[src/rtl/adder_arbiter_if.sv]
// adder_arbiter_if: requester and adder-side bundle of the shared adder arbiter.
// master = requester/adder side, slave = arbiter.
interface adder_arbiter_if;
  logic        req0;
  logic        req1;
  logic [31:0] a0_in1;
  logic [31:0] a0_in2;
  logic [31:0] a1_in1;
  logic [31:0] a1_in2;
  logic        sub0;
  logic        sub1;
  logic        done0;
  logic        done1;
  logic [31:0] result;
  logic [3:0]  flags;
  logic [1:0]  gnt;
  logic        busy;
  logic        add_en;
  logic [31:0] add_in1;
  logic [31:0] add_in2;
  logic [35:0] add_out;

  modport master (
    output req0, req1,
    output a0_in1, a0_in2, a1_in1, a1_in2,
    output sub0, sub1,
    input  done0, done1, result, flags, gnt, busy,
    input  add_en, add_in1, add_in2,
    output add_out
  );

  modport slave (
    input  req0, req1,
    input  a0_in1, a0_in2, a1_in1, a1_in2,
    input  sub0, sub1,
    output done0, done1, result, flags, gnt, busy,
    output add_en, add_in1, add_in2,
    input  add_out
  );
endinterface

[src/rtl/adder_arbiter.sv]
// adder_arbiter: round-robin sharing of one 32-bit adder by two requesters.
// ADDER_ARB_SUB_EN enables in1-in2 via two's-complement of operand 2.
module adder_arbiter #(
  parameter bit          RR_INIT     = 1'b0,
  parameter int unsigned HOLD_CYCLES = 0
) (
  input logic            clk,
  input logic            clr,
  adder_arbiter_if.slave bus
);

  localparam logic [3:0] LP_HOLD = 4'(HOLD_CYCLES);

  typedef enum logic [1:0] {
    S_IDLE,
    S_ISSUE,
    S_RESP
  } state_t;

  state_t      r_state;
  state_t      w_next;
  logic        r_last;
  logic [3:0]  r_cnt;
  logic [31:0] r_op1;
  logic [31:0] r_op2;
  logic [1:0]  r_gnt;
  logic [31:0] r_result;
  logic [3:0]  r_flags;
`ifdef ADDER_ARB_SUB_EN
  logic        r_sub;
`endif

  logic        w_req;
  logic        w_pick1;
  logic        w_cnt_zero;
  logic        w_issue;
  logic        w_resp;
  logic [31:0] w_op2;

  // Arbitration: a lone requester wins; on contention the one not last served
  always_comb begin
    w_req      = bus.req0 | bus.req1;
    w_pick1    = bus.req1 & (~bus.req0 | ~r_last);
    w_cnt_zero = (r_cnt == 4'd0);
  end

  // Next-state decode
  always_comb begin
    w_next = r_state;
    unique case (r_state)
      S_IDLE:  if (w_req) w_next = S_ISSUE;
      S_ISSUE: if (w_cnt_zero) w_next = S_RESP;
      S_RESP:  w_next = S_IDLE;
      default: w_next = S_IDLE;
    endcase
  end

  // State register
  always_ff @(posedge clk) begin
    if (clr) r_state <= S_IDLE;
    else     r_state <= w_next;
  end

  // Grant, operand latch, hold countdown, result capture, pointer update
  always_ff @(posedge clk) begin
    if (clr) begin
      r_last   <= ~RR_INIT;
      r_cnt    <= 4'd0;
      r_op1    <= '0;
      r_op2    <= '0;
      r_gnt    <= 2'b00;
      r_result <= '0;
      r_flags  <= 4'd0;
    end else begin
      unique case (r_state)
        S_IDLE: begin
          if (w_req) begin
            r_gnt <= w_pick1 ? 2'b10 : 2'b01;
            r_op1 <= w_pick1 ? bus.a1_in1 : bus.a0_in1;
            r_op2 <= w_pick1 ? bus.a1_in2 : bus.a0_in2;
            r_cnt <= LP_HOLD;
          end
        end
        S_ISSUE: begin
          if (w_cnt_zero) begin
            r_result <= bus.add_out[31:0];
            r_flags  <= bus.add_out[35:32];
          end else begin
            r_cnt <= r_cnt - 4'd1;
          end
        end
        S_RESP: begin
          r_last <= r_gnt[1];
          r_gnt  <= 2'b00;
        end
        default: r_gnt <= 2'b00;
      endcase
    end
  end

`ifdef ADDER_ARB_SUB_EN
  // Subtract bit of the granted requester, frozen for the operation
  always_ff @(posedge clk) begin
    if (clr) begin
      r_sub <= 1'b0;
    end else if (r_state == S_IDLE && w_req) begin
      r_sub <= w_pick1 ? bus.sub1 : bus.sub0;
    end
  end
`endif

  // Adder drive (zero outside ISSUE) and requester responses
  always_comb begin
    w_issue = (r_state == S_ISSUE);
    w_resp  = (r_state == S_RESP);
`ifdef ADDER_ARB_SUB_EN
    w_op2   = r_sub ? (~r_op2 + 32'd1) : r_op2;
`else
    w_op2   = r_op2;
`endif
    bus.add_en  = w_issue;
    bus.add_in1 = w_issue ? r_op1 : '0;
    bus.add_in2 = w_issue ? w_op2 : '0;
    bus.done0   = w_resp & r_gnt[0];
    bus.done1   = w_resp & r_gnt[1];
    bus.gnt     = r_gnt;
    bus.busy    = (r_state != S_IDLE);
    bus.result  = r_result;
    bus.flags   = r_flags;
  end

endmodule

[src/flat_wrapper.sv]
// flat-port wrapper written by rule: the top's interface ports become plain ports
module adder_arbiter_flat 
#(
  parameter bit          RR_INIT     = 1'b0,
  parameter int unsigned HOLD_CYCLES = 0
)
  (clk, clr, bus_req0, bus_req1, bus_a0_in1, bus_a0_in2, bus_a1_in1, bus_a1_in2, bus_sub0, bus_sub1, bus_done0, bus_done1, bus_result, bus_flags, bus_gnt, bus_busy, bus_add_en, bus_add_in1, bus_add_in2, bus_add_out);
  adder_arbiter_if bus_i ();
  input logic clk;
  input logic clr;
  input wire logic [$bits(bus_i.req0)-1:0] bus_req0;
  input wire logic [$bits(bus_i.req1)-1:0] bus_req1;
  input wire logic [$bits(bus_i.a0_in1)-1:0] bus_a0_in1;
  input wire logic [$bits(bus_i.a0_in2)-1:0] bus_a0_in2;
  input wire logic [$bits(bus_i.a1_in1)-1:0] bus_a1_in1;
  input wire logic [$bits(bus_i.a1_in2)-1:0] bus_a1_in2;
  input wire logic [$bits(bus_i.sub0)-1:0] bus_sub0;
  input wire logic [$bits(bus_i.sub1)-1:0] bus_sub1;
  output wire logic [$bits(bus_i.done0)-1:0] bus_done0;
  output wire logic [$bits(bus_i.done1)-1:0] bus_done1;
  output wire logic [$bits(bus_i.result)-1:0] bus_result;
  output wire logic [$bits(bus_i.flags)-1:0] bus_flags;
  output wire logic [$bits(bus_i.gnt)-1:0] bus_gnt;
  output wire logic [$bits(bus_i.busy)-1:0] bus_busy;
  output wire logic [$bits(bus_i.add_en)-1:0] bus_add_en;
  output wire logic [$bits(bus_i.add_in1)-1:0] bus_add_in1;
  output wire logic [$bits(bus_i.add_in2)-1:0] bus_add_in2;
  input wire logic [$bits(bus_i.add_out)-1:0] bus_add_out;
  assign bus_i.req0 = bus_req0;
  assign bus_i.req1 = bus_req1;
  assign bus_i.a0_in1 = bus_a0_in1;
  assign bus_i.a0_in2 = bus_a0_in2;
  assign bus_i.a1_in1 = bus_a1_in1;
  assign bus_i.a1_in2 = bus_a1_in2;
  assign bus_i.sub0 = bus_sub0;
  assign bus_i.sub1 = bus_sub1;
  assign bus_done0 = bus_i.done0;
  assign bus_done1 = bus_i.done1;
  assign bus_result = bus_i.result;
  assign bus_flags = bus_i.flags;
  assign bus_gnt = bus_i.gnt;
  assign bus_busy = bus_i.busy;
  assign bus_add_en = bus_i.add_en;
  assign bus_add_in1 = bus_i.add_in1;
  assign bus_add_in2 = bus_i.add_in2;
  assign bus_i.add_out = bus_add_out;
  adder_arbiter #(.RR_INIT(RR_INIT), .HOLD_CYCLES(HOLD_CYCLES)) u_core (.clk(clk), .clr(clr), .bus(bus_i));
endmodule
[config.mk]
export PLATFORM = sky130hd
export DESIGN_NAME = adder_arbiter_flat
export DESIGN_NICKNAME = d
export VERILOG_FILES = /design/src/rtl/adder_arbiter_if.sv /design/src/rtl/adder_arbiter.sv /design/src/flat_wrapper.sv
export SDC_FILE = /design/constraint.sdc
export NUM_CORES = 1
export LEC_CHECK = 0
export CAP_MARGIN = 15
export CORE_MARGIN = 2
export CORE_UTILIZATION = 36
export CTS_CLUSTER_DIAMETER = 40
export DETAILED_ROUTE_END_ITERATION = 8
export PLACE_DENSITY_LB_ADDON = 0.05
export SLEW_MARGIN = 20
export SYNTH_ARGS = -nofsm -noshare
export SYNTH_HDL_FRONTEND = slang
export SYNTH_SLANG_ARGS = --single-unit
[constraint.sdc]
create_clock -name clk -period 1.6 [get_ports clk]
set_input_delay 0.32 -clock clk [delete_from_list [all_inputs] [get_ports clk]]
set_output_delay 0.32 -clock clk [all_outputs]
set_load 0.02 [all_outputs]
==> results.md <==
* Status: finished, violations left
* Failing checks: negative setup slack
* Ys flop type: dfxtp_1
* Synthesized area at around 5300 sq um
* Final instance area at 9130 sq um
* Multi-input combinational cell area at 2920 sq um
* Fillers at 1,207
* Share of the yosys chip area belonging to registers at approximately two fifths
* Drc violations at 0
* GPL Wtd Cong at 0.842
* CTS tree: built
* Setup crit end kind: primary output
* Syn_area_per_cell at 7.87 sq um
* Crit-path max FO at 6
* Die W at between 100 and 150 microns
* Worst skew pair latency at 0.36 ns
* Top-count cell post-synth: nand4_1
* Crit-path slowest cell: dfxtp_2
* Slew HR at between 60% and 70%
* Pre-CTS setup slack at -0.323 ns
* Die H at ~130 microns
* Initial DRC count at 508
* FF/Latch Area at 2180 sq um
* Max Slew Vio Count at 0
* GRT Residual Overflow at 0
* Reg2Reg Setup Slack at 0.03 ns
* Combinational Power Share at between 20% and 30%
* Ys Warns at 0
* Leak at around 3.5 nW
* Die area at 15,700 sq um
* Placed inst area at 8250 sq um
* Port buffer count at approximately 270
* Max_cap viols at 0
* Pwr/cell area at 813 nW/um^2
* Tot Pwr at 0.00742 W
* CTS H-tree lvls at 3
* CTS clock-pin slew for the worst setup and hold paths at 0.08 ns
* ANT cells at 0
* CTS Hold Bufs at 0
* Synth top area cells: dfxtp_1 (41%), nand4_1 (15%), o21ai_0 (9.3%), a31oi_1 (7.6%), and2_1 (7.6%)
* Final Hold Viols at 0
* Vias after detailed routing at approximately 6,500
* Slowest stage delay, CP at 0.32 ns
* Area growth from synthesis to final layout at 72.6%
* Worst Path Required at 1.28 ns
* #FFs+latches synth at 109
* Cell Int Power at 0.00511 W
* Worst Tran Pin Value at ~0.46 ns
* Maximum clock path buffer count at 2
* Global-route wire length before repair at around 32 mm
* RSZ-0062 raised after global routing: yes
* Sw power at 0.00231 W
* Antenna viol nets, final at 0
* Synth Instances at around 670
* Clk sink count at ~110
* EDFF count, synth at 0
* CP cell instances: nand2b_4 > inv_8 > buf_6 > buf_16 > and2_4 > buf_6
* Antenna violations before repair at 0
* Number of distinct library cells after synthesis at 30
* Layout Skew at 0.00408 ns
* Most Frequent Cell on Critical Path: buf_6
* Final wirelength at around 22 mm
* Clock Power Share at 31.0%
* Seq pwr share at 41.2%
* Peak VDD IR at 0.000581 V
* Hold Path Class: input port to register
* Fin crit share at 109%
* Syn nets at between 800 and 900
* Crit path DAT at 1.43 ns
* Ys async rst share at 0%
* Via-to-Cell Ratio at 5.89
* Total Routing Usage GR at approximately 25%
* Clk Tree Root Cell: clkbuf_16
* Top-level port count at around 280
* CTS Buf Count at 9
* Hpwl dp at 13.3 mm
* Switching Fraction at between 30% and 40%
* Final setup vio count at 65
* Period minus WS final at about 1.7 ns
* Pin count of the biggest net entering global routing at 99
* Starting Density at ~37%
* Final hold slack at 0.356 ns
* Proportion of layout cells with a drive suffix above 1 at 23.5%
* Worst path top cell family by delay: buffers and inverters
* DR pass1 iterations at 7
* Vias in the first global route at around 6,400
* Post-synth top cells: nand4_1 (128), dfxtp_1 (109), o21ai_0 (98), a31oi_1 (64), and2_1 (64)
* Worst Setup Start Kind: register
* Wire per inst at 19.8 microns
* Post-synth top area share at about 41%
* Type of the worst setup path: register to primary output
* Row count at 44
* Crit path buffers/inverters at 4
* NumNets Final at 1,091
* Largest area contributor in the netlist: dfxtp_1
* Final WS setup at -0.146 ns
* Max Clk Rate at 0.573 GHz
* Core Box Area at 14,400 sq um
==> per-layer routing <==
metal	share of wire (%)	routed length, microns	vias up	GRT usage, %
met2	50	10900	325	42.6
met4	3.1	677	0	11.2
li1	-	-	3040	-
met5	0	0	-	0
met1	39	8600	3108	29.3
met3	8.1	1780	49	7.15
==> kinds of logic after synthesis <==
group | Yosys count | share of synthesized area (%)
and+or+nand+nor | 247 | 28.3
AOI/OAI and AO/OA | 214 | 22.1
DFF | 109 | 41.3
buffers and inverters | 100 | 7.81
adders and majority gates | 2 | 0.473
==> state kept, by name, indices dropped and copies added (netlist names) <==
signal	flops
u_core.bus.flags	4
u_core.bus.gnt	2
u_core.bus.result	32
u_core.r_cnt	4
u_core.r_last	1
u_core.r_op1	32
u_core.r_op2	32
u_core.r_state	2
==> final timing paths <==
| kind | start | end | cells after the start |
|---|---|---|---|
| setup / recovery | u_core.r_state[1] | bus_add_in1[16] | 6 |
| hold / removal | clr | u_core.bus.result[12] | 2 |
| setup reg to reg | u_core.r_cnt[0] | u_core.bus.result[3] | 6 |
| hold reg to reg | u_core.bus.result[20] | u_core.bus.result[20] | 2 |
==> stage by stage <==
step	setup TNS [ns]	cells	util, %
2_1_floorplan	0	672	-
3_3_place_gp	-17.13	1069	57.2
3_5_place_dp	-16.71	1069	57.2
4_1_cts	-9.30	1100	62.1
5_1_grt	-9.48	1108	63.3
6_report	-6.00	1108	63.3
==> area by class of cell <==
cell class                 count  share of cell area [%]
tap                          184                    2.52
inverter                       8                   0.411
clock buffer                  10                    2.62
timing repair buffer         327                    37.8
clock inverter                 6                   0.658
sequential                   109                    23.9
multi-input combinational    464                    32.0
==> power groups by stage <==
stage / sequential (W) / clock, W / combinational, W
floorplan: 0.00314 / 0 / 0.000827
global placement: 0.00310 / 0 / 0.00182
detailed placement: 0.00310 / 0 / 0.00185
CTS: 0.00305 / 0.00234 / 0.00203
global route: 0.00308 / 0.00246 / 0.00219
finish: 0.00306 / 0.00230 / 0.00207
==> cells in the final DEF, fill, tap and decap left out, drive strengths merged, types with 3 or more instances in the layout <==
master / n
dfxtp: 109
a31oi: 64
buf: 120
clkdlybuf4s50: 164
and2: 64
nand2b: 3
clkbuf: 14
dlygate4sd2: 38
or4: 3
nand3: 38
nand4: 128
nor2: 4
inv: 13
a21oi: 41
o21ai: 102
==> repair_timing <==
item                                    in CTS  in global routing
buffers inserted                            11                  4
endpoints found under the hold margin        0                  0
pin swaps                                   11                  6
endpoints found under the setup margin     107                143
gates resized for setup                    510                 40
cloned                                       4                  7
(Power assumes the default switching activity.)
